`config.mk`:
```
export PLATFORM = sky130hd
export DESIGN_NAME = spi_rx
export DESIGN_NICKNAME = d
export VERILOG_FILES = /design/src/rtl/spi_pkg.sv /design/src/rtl/spi_edge_det.sv /design/src/rtl/spi_rx.sv
export SDC_FILE = /design/constraint.sdc
export NUM_CORES = 1
export LEC_CHECK = 0
export CORE_ASPECT_RATIO = 1.25
export CORE_MARGIN = 1
export CORE_UTILIZATION = 59
export CTS_BUF_LIST = sky130_fd_sc_hd__clkbuf_4 sky130_fd_sc_hd__clkbuf_8
export DETAILED_ROUTE_END_ITERATION = 12
export GPL_ROUTABILITY_DRIVEN = 0
export PLACE_DENSITY_LB_ADDON = 0.12
export REMOVE_ABC_BUFFERS = 1
export SLEW_MARGIN = 20
export SYNTH_ARGS = -nofsm -noshare
export SYNTH_HDL_FRONTEND = slang
export SYNTH_SLANG_ARGS = --single-unit
```
`constraint.sdc`:
```
create_clock -name clk -period 3.05 [get_ports clk]
set_clock_uncertainty 0.1 [all_clocks]
set_input_delay 0.4575 -clock clk [delete_from_list [all_inputs] [get_ports clk]]
set_output_delay 0.4575 -clock clk [all_outputs]
set_load 0.005 [all_outputs]
```
`src/rtl/spi_pkg.sv`:
```
// Shared definitions for the SPI master datapath: mode codes, receive FSM
// states, sck divider sizing and width clamping.
package spi_pkg;

  localparam logic [1:0] MODE_RD     = 2'b00;
  localparam logic [1:0] MODE_WR     = 2'b01;
  localparam logic [1:0] MODE_CMD_RD = 2'b10;

  typedef enum logic [1:0] {
    RX_IDLE    = 2'b00,
    RX_SKIP    = 2'b01,
    RX_SHIFT   = 2'b10,
    RX_WAIT_CS = 2'b11
  } rx_state_e;

  // clk cycles between sck edges; never fewer than 4 so edge detection keeps up
  function automatic int unsigned sck_div(input int unsigned sys_clk, input int unsigned rate);
    int unsigned n;
    n = sys_clk / rate;
    return (n < 4) ? 4 : n;
  endfunction

  function automatic logic [5:0] clamp_width(input logic [5:0] w);
    return (w > 6'd32) ? 6'd32 : w;
  endfunction

endpackage

```
`src/rtl/spi_edge_det.sv`:
```
// Registers cs/sck once and flags cs edges and the configured sck sample edge.
module spi_edge_det (
  input  logic clk,
  input  logic rst,
  input  logic cs,
  input  logic sck,
  input  logic cpol,
  input  logic cpha,
  output logic cs_fall,
  output logic cs_rise,
  output logic sample_edge
);

  logic cs_q, cs_d;
  logic sck_q, sck_d;
  logic sck_rise, sck_fall;

  always_comb begin
    cs_d  = cs;
    sck_d = sck;
  end

  // sck history restarts at the idle level so reset never fakes an edge
  always_ff @(posedge clk) begin
    if (rst) begin
      cs_q  <= 1'b1;
      sck_q <= cpol;
    end else begin
      cs_q  <= cs_d;
      sck_q <= sck_d;
    end
  end

  assign cs_fall     = cs_q & ~cs;
  assign cs_rise     = ~cs_q & cs;
  assign sck_rise    = ~sck_q & sck;
  assign sck_fall    = sck_q & ~sck;
  assign sample_edge = (cpol == cpha) ? sck_rise : sck_fall;

endmodule

```
`src/rtl/spi_rx.sv`:
```
// SPI master receive path: packs MISO frames into right-justified 32-bit
// words and hands them out on an AXI4-Stream port with one holding register.
module spi_rx #(
  parameter int unsigned system_clk = 50_000000,
  parameter int unsigned spi_rate   = 5_000000
) (
  input  logic        clk,
  input  logic        rst,
  input  logic        cs,
  input  logic        sck,
  input  logic        cpol,
  input  logic        cpha,
  input  logic [1:0]  w_r_mode,
  input  logic [5:0]  wr_width,
  input  logic [5:0]  rd_width,
  input  logic        miso,
  output logic [31:0] m_axis_tdata,
  output logic        m_axis_tvalid,
  input  logic        m_axis_tready,
  output logic        rx_busy,
  output logic        overflow,
  output logic        frame_err,
  output logic [15:0] rd_data_num
);
  import spi_pkg::*;

  if (spi_rate == 0 || spi_rate > system_clk) begin : g_bad_rate
    $error("spi_rate must be nonzero and no greater than system_clk");
  end

  logic cs_fall, cs_rise, sample_edge;

  spi_edge_det u_edge_det (
    .clk         (clk),
    .rst         (rst),
    .cs          (cs),
    .sck         (sck),
    .cpol        (cpol),
    .cpha        (cpha),
    .cs_fall     (cs_fall),
    .cs_rise     (cs_rise),
    .sample_edge (sample_edge)
  );

  rx_state_e   state_q, state_d, after_skip;
  logic [5:0]  cnt_q, cnt_d, skip_q, skip_d, rbits_q, rbits_d;
  logic [31:0] shreg_q, shreg_d, tdata_q, tdata_d;
  logic        tvalid_q, tvalid_d, busy_q, busy_d;
  logic        ovf_q, ovf_d, ferr_q, ferr_d;
  logic [15:0] num_q, num_d;
  logic [5:0]  skip_w, rbits_w, cnt_inc;
  logic        rx_en, accept, load;

  assign rx_en   = (w_r_mode == MODE_RD) || (w_r_mode == MODE_CMD_RD);
  assign skip_w  = (w_r_mode == MODE_CMD_RD) ? clamp_width(wr_width) : 6'd0;
  assign rbits_w = clamp_width(rd_width);
  assign cnt_inc = cnt_q + 6'd1;
  assign accept  = tvalid_q & m_axis_tready;

  always_comb begin
    state_d    = state_q;
    cnt_d      = cnt_q;
    skip_d     = skip_q;
    rbits_d    = rbits_q;
    shreg_d    = shreg_q;
    busy_d     = busy_q;
    ovf_d      = ovf_q;
    ferr_d     = 1'b0;
    load       = 1'b0;
    after_skip = (rbits_q == 6'd0) ? RX_WAIT_CS : RX_SHIFT;

    // write-only/reserved modes park the FSM and silently abandon any frame
    if (!rx_en) begin
      state_d = RX_IDLE;
      busy_d  = 1'b0;
    end else begin
      unique case (state_q)
        RX_IDLE: if (cs_fall) begin
          cnt_d   = 6'd0;
          shreg_d = 32'd0;
          busy_d  = 1'b1;
          skip_d  = skip_w;
          rbits_d = rbits_w;
          if (skip_w != 6'd0)       state_d = RX_SKIP;
          else if (rbits_w != 6'd0) state_d = RX_SHIFT;
          else                      state_d = RX_WAIT_CS;
        end
        RX_SKIP: if (cs_rise) begin
          ferr_d  = 1'b1;
          busy_d  = 1'b0;
          state_d = RX_IDLE;
        end else if (sample_edge) begin
          cnt_d = cnt_inc;
          if (cnt_inc == skip_q) begin
            cnt_d   = 6'd0;
            state_d = after_skip;
          end
        end
        RX_SHIFT: if (cs_rise) begin
          ferr_d  = 1'b1;
          busy_d  = 1'b0;
          state_d = RX_IDLE;
        end else if (sample_edge) begin
          shreg_d = {shreg_q[30:0], miso};
          cnt_d   = cnt_inc;
          if (cnt_inc == rbits_q) state_d = RX_WAIT_CS;
        end
        RX_WAIT_CS: if (cs_rise) begin
          busy_d  = 1'b0;
          state_d = RX_IDLE;
          if (rbits_q != 6'd0) begin
            if (!tvalid_q || m_axis_tready) load  = 1'b1;
            else                            ovf_d = 1'b1;
          end
        end
        default: state_d = RX_IDLE;
      endcase
    end

    // a fresh word may replace one being accepted in the same cycle
    tvalid_d = tvalid_q;
    tdata_d  = tdata_q;
    num_d    = num_q + {15'd0, accept};
    if (load) begin
      tvalid_d = 1'b1;
      tdata_d  = shreg_q;
    end else if (accept) begin
      tvalid_d = 1'b0;
    end
  end

  always_ff @(posedge clk) begin
    if (rst) begin
      state_q  <= RX_IDLE;
      cnt_q    <= 6'd0;
      skip_q   <= 6'd0;
      rbits_q  <= 6'd0;
      shreg_q  <= 32'd0;
      tdata_q  <= 32'd0;
      tvalid_q <= 1'b0;
      busy_q   <= 1'b0;
      ovf_q    <= 1'b0;
      ferr_q   <= 1'b0;
      num_q    <= 16'd0;
    end else begin
      state_q  <= state_d;
      cnt_q    <= cnt_d;
      skip_q   <= skip_d;
      rbits_q  <= rbits_d;
      shreg_q  <= shreg_d;
      tdata_q  <= tdata_d;
      tvalid_q <= tvalid_d;
      busy_q   <= busy_d;
      ovf_q    <= ovf_d;
      ferr_q   <= ferr_d;
      num_q    <= num_d;
    end
  end

  assign m_axis_tdata  = tdata_q;
  assign m_axis_tvalid = tvalid_q;
  assign rx_busy       = busy_q;
  assign overflow      = ovf_q;
  assign frame_err     = ferr_q;
  assign rd_data_num   = num_q;

endmodule

```
# ---- Yosys cells after proc, flatten, opt, wreduce, memory -nomap -nowiden
# Index checks and enable logic that the tools add are counted.
dict set report classes {
  n_bitwise 12
  multipliers 0
  n_shift 0
  n_lt_le_gt_ge 2
  muxes 39
  eq_ne 18
  addsub 2
  div_mod_pow 0
  n_reduce_logical 22
}
# cell count
set op_table {}
lappend op_table {{32-bit two-way mux} 3}
lappend op_table {{32-bit case mux with 2 select lines} 1}
lappend op_table {{6-bit two-way mux} 9}
lappend op_table {{2-bit two-way mux} 9}
lappend op_table {{6-bit case mux with 3 select lines} 1}
lappend op_table {{6-bit nonzero test} 3}
lappend op_table {{16-bit by 1-bit adder with 16-bit output} 1}
lappend op_table {{1-bit two-way mux} 14}
lappend op_table {{6-bit == test} 2}
lappend op_table {{6-bit greater-than comparator (second input constant)} 2}
lappend op_table {{2-bit != test (second input constant)} 6}
lappend op_table {{3-bit != test (second input constant)} 4}
lappend op_table {{5-bit AND reduction} 2}
lappend op_table {{2-bit case mux with 4 select lines} 1}
lappend op_table {{1-bit NOT} 7}
lappend op_table {{7-bit AND reduction} 1}
lappend op_table {{6-bit by 1-bit adder with 6-bit output (second input constant)} 1}
lappend op_table {{2-bit == test (second input constant)} 3}
lappend op_table {{6-bit logical NOT} 1}
lappend op_table {{6-bit AND reduction} 1}
lappend op_table {{3-bit OR reduction} 2}
lappend op_table {{1-bit bitwise AND} 5}
lappend op_table {{2-bit logical NOT} 2}
lappend op_table {{2-bit nonzero test} 2}
lappend op_table {{10 further kinds} 12}
dict set report word_totals {
  reg_bits 106
  mem_bits_rw 0
  rom_bits 0
  output_inout_bits 52
  latch_bits 0
  n_memories 0
}

# ---- Logic depth before layout (Yosys ltp)
dict set report depth {
  word_depth 8
  depth_mapped 9
}

# ---- Cells and area by module
# A second synthesis with hierarchy kept.
dict set report hier_totals {
  cells_unflattened 512
  hier_area_um2 4426.7
}
# module cells_per_inst seq_area_each_um2 area_per_inst_um2 n_inst
set by_module_without_submodules {}
lappend by_module_without_submodules {spi_rx 502 2082.0 4325.4 1}
lappend by_module_without_submodules {spi_edge_det 10 40.0 101.3 1}

# ---- Worst setup path after synthesis
# No wires, ideal clock.
dict set report synth_timing {
  path_kind {input to register}
  startpoint {input cpha}
  endpoint {register shreg_q[0]}
  cell_stages 7
  required_time_ns 2.880
  setup_slack_ns 1.165
  t_arrival_ns 1.715
  path_cell_list {xor2_1 -> mux2i_1 -> nand4b_1 -> a21oi_2 -> buf_2 -> nand3_1 -> a21oi_1}
}
dict set report synth_via {
  elab_chain_cells 4
}
# item line
set synth_lines {}
lappend synth_lines {{start, declared} spi_rx.sv:12} ;# input logic cpha,
lappend synth_lines {{1-bit == test} spi_edge_det.sv:38} ;# assign sample_edge = (cpol == cpha) ? sck_rise : sck_fall;
lappend synth_lines {{1-bit two-way mux} spi_edge_det.sv:38}
lappend synth_lines {{2-bit != test (no source line)} -}
lappend synth_lines {{5-bit AND reduction (no source line)} -}
lappend synth_lines {{end signal, assigned} spi_rx.sv:150} ;# shreg_q <= shreg_d;
lappend synth_lines {{end, declared} spi_rx.sv:47} ;# logic [31:0] shreg_q, shreg_d, tdata_q, tdata_d;
# Every way passes these cells.
# A chain may end at the register's enable or synchronous reset.

# ---- Worst setup path after layout
dict set report layout_timing {
  startpoint {input cpol}
  endpoint {register shreg_q[17]}
}
dict set report layout_via {
  elab_chain_cells 4
}
# item line
set layout_lines {}
lappend layout_lines {{start, declared} spi_rx.sv:11} ;# input logic cpol,
lappend layout_lines {{1-bit == test} spi_edge_det.sv:38}
lappend layout_lines {{1-bit two-way mux} spi_edge_det.sv:38}
lappend layout_lines {{2-bit != test (no source line)} -}
lappend layout_lines {{5-bit AND reduction (no source line)} -}
# Every way passes these cells.

==> results.md <==
* Status: finished clean
* Final nets at 638
* Lkg Pwr at 1.82 nW
* WP data required at 3.25 ns
* Grt total ovfl at 0
* Unique masters post-synth at 47
* CTS tree: yes
* Worst-Margin Slew at 0.659 ns
* ANT nets after route at 0
* Worst hold slack at 0.358 ns
* Clock Latency Late Sink at 0.37 ns
* Top-level I/O count at 74
* Buf/Inv on CP at 2
* Placed cells at 689
* Routed len/inst at 13.6 um
* CTS clk-pin slew, worst paths at 0.10 ns
* Vias per inst at 5.69
* Detailed Place HPWL at 6590 um
* Share of layout cells above drive strength 1 at 0.0539
* Synth Area in Compound Gates at 0.135
* Largest net degree at the start of global routing at 69
* CP max FO at 32
* Max-slew violations at 0
* Hold Vio Cnt, Final at 0
* MaxCap Viol Count at 0
* Avg Cell Area, Syn at 8.18 um2
* Most frequent cells in the layout: nand2_1, dfxtp_1, a21oi_1, clkdlybuf4s50_1, nand3_1
* M1 GR Usage at 0.311
* GR met2 Demand/Resource at 0.445
* Cell area after layout at 5470 um2
* Post-CTS Repair Setup Buffers at 0
* Setup crit start kind: primary input
* Initial DRC Count at 222
* Chip Height at 99.9 um
* CP Cell Sequence: clkdlybuf4s50_1, xor2_1, mux2i_1, nand4b_1, a21oi_2, buf_4, nand3_1, a21oi_1
* Core area at 7400 um2
* Sequential-to-total area share from yosys stat at 0.469
* Tmin final at 2.44 ns
* Max_slew headroom at 0.559
* Crit path max-delay cell type: clkdlybuf4s50_1
* Crit. End Element: flip-flop
* Worst hold path type: reg2reg
* Via Count at 4,008
* 1st-pass router iterations at 5
* Number of synthesized flops with an enable pin at 0
* Met3 Use GR at 0.0364
* Num CTS Buffers at 9
* Initial Util at 0.611
* Top delay family on crit path: buffers and inverters
* Die width at 80.3 um
* Syn. warnings at 0
* RSZ-0062 raised after global routing: false
* Most used flip-flop cell after synthesis: dfxtp_1
* Fillers at 569
* Post-Synthesis Cell Area at 4530 um2
* CP Class: in2reg
* TritonCTS Sinks at 106
* Worst setup margin at 0.610 ns
* Row cnt at 35
* Syn Inst Count at 553
* # DRC at 0
* First-pass GRT wire length at 16,200 um
* Main combinational cell family by area after synthesis: simple AND/OR/NAND/NOR gates
* Hold buffer count at CTS at 0
* Final setup violation count at 0
* Mux cell area share after synthesis at 0.0116
* CP peak stage delay at 0.50 ns
* Post-CTS sizing at 0
* Final WL at 9590 um
* Max Root-Sink Buffers at 2
* VDD IR-drop max at 239 uV
* Post-synthesis simple-gate area fraction at 0.261
* Setup tns final at 0 ns
* Post-synthesis adder-cell area fraction at 0.0221
* Vias in the first global route at 3,704
* Initial antenna violation count at 0
* Die area at 8030 um2
* Synth Area in XOR/XNOR at 0.0614
* Pre-CTS setup slack at 0.284 ns
* H-Tree Level Count at 3
* Area delta synth->final at 20.8%
* CP Data Arrival Time at 2.64 ns
* Fin cells at 704
* Antenna cell count at 0
* Power density cells at 447 nW/um2
* CTS root buf: clkbuf_8
* Final Cycle Share at 0.800
* Total track usage at 0.257
* Commonest non-fill, non-tap cell in the layout: nand2_1
* GRT busiest layer: met2
* FF+latch count, synth at 106
* Ys async rst share at 0
* Area after DPL at 5270 um2
* Port buffer count at 73
* Max Fclk at 410 MHz
[cells by family (layout without fill, tap and decap cells)]
logic type / count (synthesis) / count (layout)
and+or+nand+nor: 255 / 255
xor gates and xnor gates: 27 / 27
DFF: 106 / 106
AOI/OAI and AO/OA: 111 / 111
muxes: 5 / 5
buffers and inverters: 41 / 100
adders and majority gates: 8 / 8
[routing by layer]
metal  up-vias  wire length [um]
li1       1983                 -
met1      1900              4120
met2       109              4950
met3        16               347
met4         0               181
met5         -                 0
[final timing paths]
| kind | end | from | cells after the start | slack (ns) |
|---|---|---|---|---|
| worst max-delay path | shreg_q[17] | cpol | 8 | 0.61 |
| worst min-delay path | m_axis_tdata[14] | m_axis_tdata[14] | 2 | 0.36 |
| worst max register to register | shreg_q[17] | state_q[0] | 8 | 0.81 |
| worst min register to register | m_axis_tdata[14] | m_axis_tdata[14] | 2 | 0.36 |
[worst register-to-register path, stage by stage, from the launching register on]
cell and delay, ns:
dfxtp_1 0.37, inv_1 0.10, ha_1 0.36, mux2_2 0.38, o211ai_1 0.15, a21o_1 0.16, buf_4 0.30, nand2_1 0.10
a21oi_1 0.17
[synth_stat cells (3+ instances only)]
cell / n / area (um2)
a21oi_1: 86 / 430
and3_1: 4 / 25.0
and4_1: 3 / 26.3
buf_2: 12 / 60.1
clkbuf_1: 20 / 75.1
dfxtp_1: 106 / 2120
ha_1: 8 / 100
inv_1: 6 / 22.5
mux2i_1: 3 / 30.0
nand2_1: 126 / 473
nand2b_1: 5 / 31.3
nand3_1: 51 / 255
nand3b_1: 6 / 45.0
nand4_1: 6 / 37.5
nor2_1: 27 / 101
nor2b_1: 4 / 25.0
nor3_1: 4 / 20.0
o21ai_0: 11 / 55.1
or2_2: 3 / 18.8
or3_1: 5 / 31.3
xnor2_1: 15 / 131
xnor3_1: 3 / 67.6
xor2_1: 9 / 78.8
[power by group]
part           internal, mW  switching (mW)
clock                 0.386           0.480
sequential             1.39         0.00795
combinational        0.0683           0.113
total                  1.85           0.601
[area by class of cell]
class,count,area [um2],share of cell area
multi-input cells,406,2230,0.407
flip-flops and latches,106,2120,0.388
repair buffers,79,783,0.143
clock buffers,9,124,0.0227
well taps,92,115,0.0211
clock inverters,6,75.1,0.0137
inverters,6,22.5,0.00412
[flip-flops by register name (all words and copies together), names as in the netlist]
name / cells
cnt_q: 6
rbits_q: 6
frame_err: 1
shreg_q: 32
skip_q: 6
overflow: 1
rd_data_num: 16
m_axis_tvalid: 1
state_q: 2
rx_busy: 1
m_axis_tdata: 32
u_edge_det.cs_q: 1
u_edge_det.sck_q: 1
[stage by stage]
step	power, mW	utilization
after floorplan	1.52	-
after global placement	1.60	0.712
after detailed placement	1.61	0.712
after CTS	2.46	0.739
after global routing	2.54	0.739
final	2.45	0.739
(Power assumes the default switching activity.)
==> variant (same settings) <==
Put one more register stage on the output `frame_err`, with the module's reset. The value now appears one clock later. The other outputs are not delayed to match.
--- a/src/rtl/spi_rx.sv
+++ b/src/rtl/spi_rx.sv
@@ -163,3 +163,9 @@
   assign overflow      = ovf_q;
-  assign frame_err     = ferr_q;
+  always_ff @(posedge clk) begin
+    if (rst) begin
+      frame_err <= '0;
+    end else begin
+      frame_err <= ferr_q;
+    end
+  end
   assign rd_data_num   = num_q;
Check against the original RTL: not equivalent (a bounded check fails within 4 cycles, from zero or initial values and one cycle with rst high).
==> variant against the original RTL <==
Worst setup slack got worse by 0.042 ns. Fmax shrank 1.7%. Routed wire length decreased by 2.7%. Global-route usage is 0.31 points lower. Design area rose by 0.73%. Sequential cell count increased by 1. Synthesized area decreased by 0.36%. Power increased by 0.43%. Synthesized cell count is 2.9% lower.
==> variant: results (changes against the original RTL) <==
| Metric | Value |
|---|---|
| Fin nets | 627 (-1.7%) |
| Arrival @ worst endpoint | 2.67 ns (+0.03 ns) |
| Share of cells above drive strength 1 | 5.80% (+0.41 points) |
| Vias after detailed routing | 3875 (-3.3%) |
| Status | finished, final reports clean |
| P_comb | 0.187 mW (+3%) |
| Family with the most delay on the worst path | compound AO/OA/AOI/OAI gates |
| Commonest cells post-synth | 107 x dfxtp_1, 107 x nand2_1, 81 x a21oi_1 |
| Setup WS pre-CTS | 0.253 ns (-0.0315 ns) |
| Synth area leaders | dfxtp_1 48%, a21oi_1 9.0%, nand2_1 8.9% |
| Library cells used by synthesis | 46 (-2.1%) |
| Final wirelength | 9340 µm (-2.7%) |
| Reg2reg setup slack | 0.69 ns (-0.12 ns) |
| Number of global-route vias before repair | 3605 (-2.7%) |
| Fill cells | 583 (+2.5%) |
| Gr usage total | 25.4% (-0.31 points) |
| Worst-margin pin slew | 0.579 ns (-0.0794 ns) |
| Dpl hpwl | 6370 µm (-3.4%) |
| Vias per cell | 5.58 (-2.1%) |
| Total net switching power | 0.632 mW (+5.1%) |
| Sequential area share after synthesis | 47.5% (+0.61 points) |
| Switching Share | 25.7% (+1.1 points) |
| DRT Pass-1 Iters | 4 (-1) |
| Leakage | 1.87 nW (+2.5%) |
| Max VDD drop | 0.000279 V (+17%) |
| First-pass GRT wire length | 16000 µm (-1.5%) |
| Synth Area per Inst | 8.40 µm² (+2.6%) |
| Largest net degree at the start of global routing | 51 (-26%) |
| Worst Hold Slack | 0.349 ns (-0.00908 ns) |
## variant: changes by cell type in the layout (fill, tap and decap cells not counted), sizes merged, moves of 5 or more
cell   delta
nand2    -19
a21oi     -5
a22oi     +5
inv       +5
mux2i     +5
o21ai     -5
## variant: area by class of cell
class	instances	share of cell area [%]
Tap cell	92	2.09
Inverter	10	0.682
Sequential cell	107	38.9
Clock inverter	6	1.23
Timing Repair Buffer	82	14.7
Clock buffer	10	2.50
Multi-Input combinational cell	388	39.9
## variant: per-layer routing
metal | wire length (µm) | vias up | track usage, %
met4 | 272 | 0 | 13.0
met2 | 4720 | 104 | 43.7
met1 | 3970 | 1799 | 30.2
li1 | - | 1946 | -
met5 | 0 | - | 0
met3 | 370 | 26 | 4.04
## variant: final timing paths
| check | cells past startpoint | endpoint | start |
|---|---|---|---|
| hold / removal | 1 | frame_err | ferr_q |
| setup / recovery | 8 | shreg_q[19] | cpol |
| hold reg to reg | 1 | frame_err | ferr_q |
| setup reg to reg | 7 | cnt_q[4] | cnt_q[0] |
## variant: logic make-up after synthesis
| kind of cell | share of synthesized area, % |
|---|---|
| AND/OR/NAND/NOR | 24.4 |
| AO/OA/AOI/OAI | 13.7 |
| flip-flops | 47.5 |
| buffers and inverters | 3.77 |
| XOR/XNOR | 6.35 |
| multiplexers | 2.28 |
| adder cells (fa/ha/maj) | 1.94 |
## variant: per-stage QoR
step                      instance area, µm²  util, %
after global placement                  5300     71.6
final                                   5510     74.4
after floorplan                         4380        -
after global routing                    5510     74.4
after CTS                               5510     74.4
after detailed placement                5300     71.6
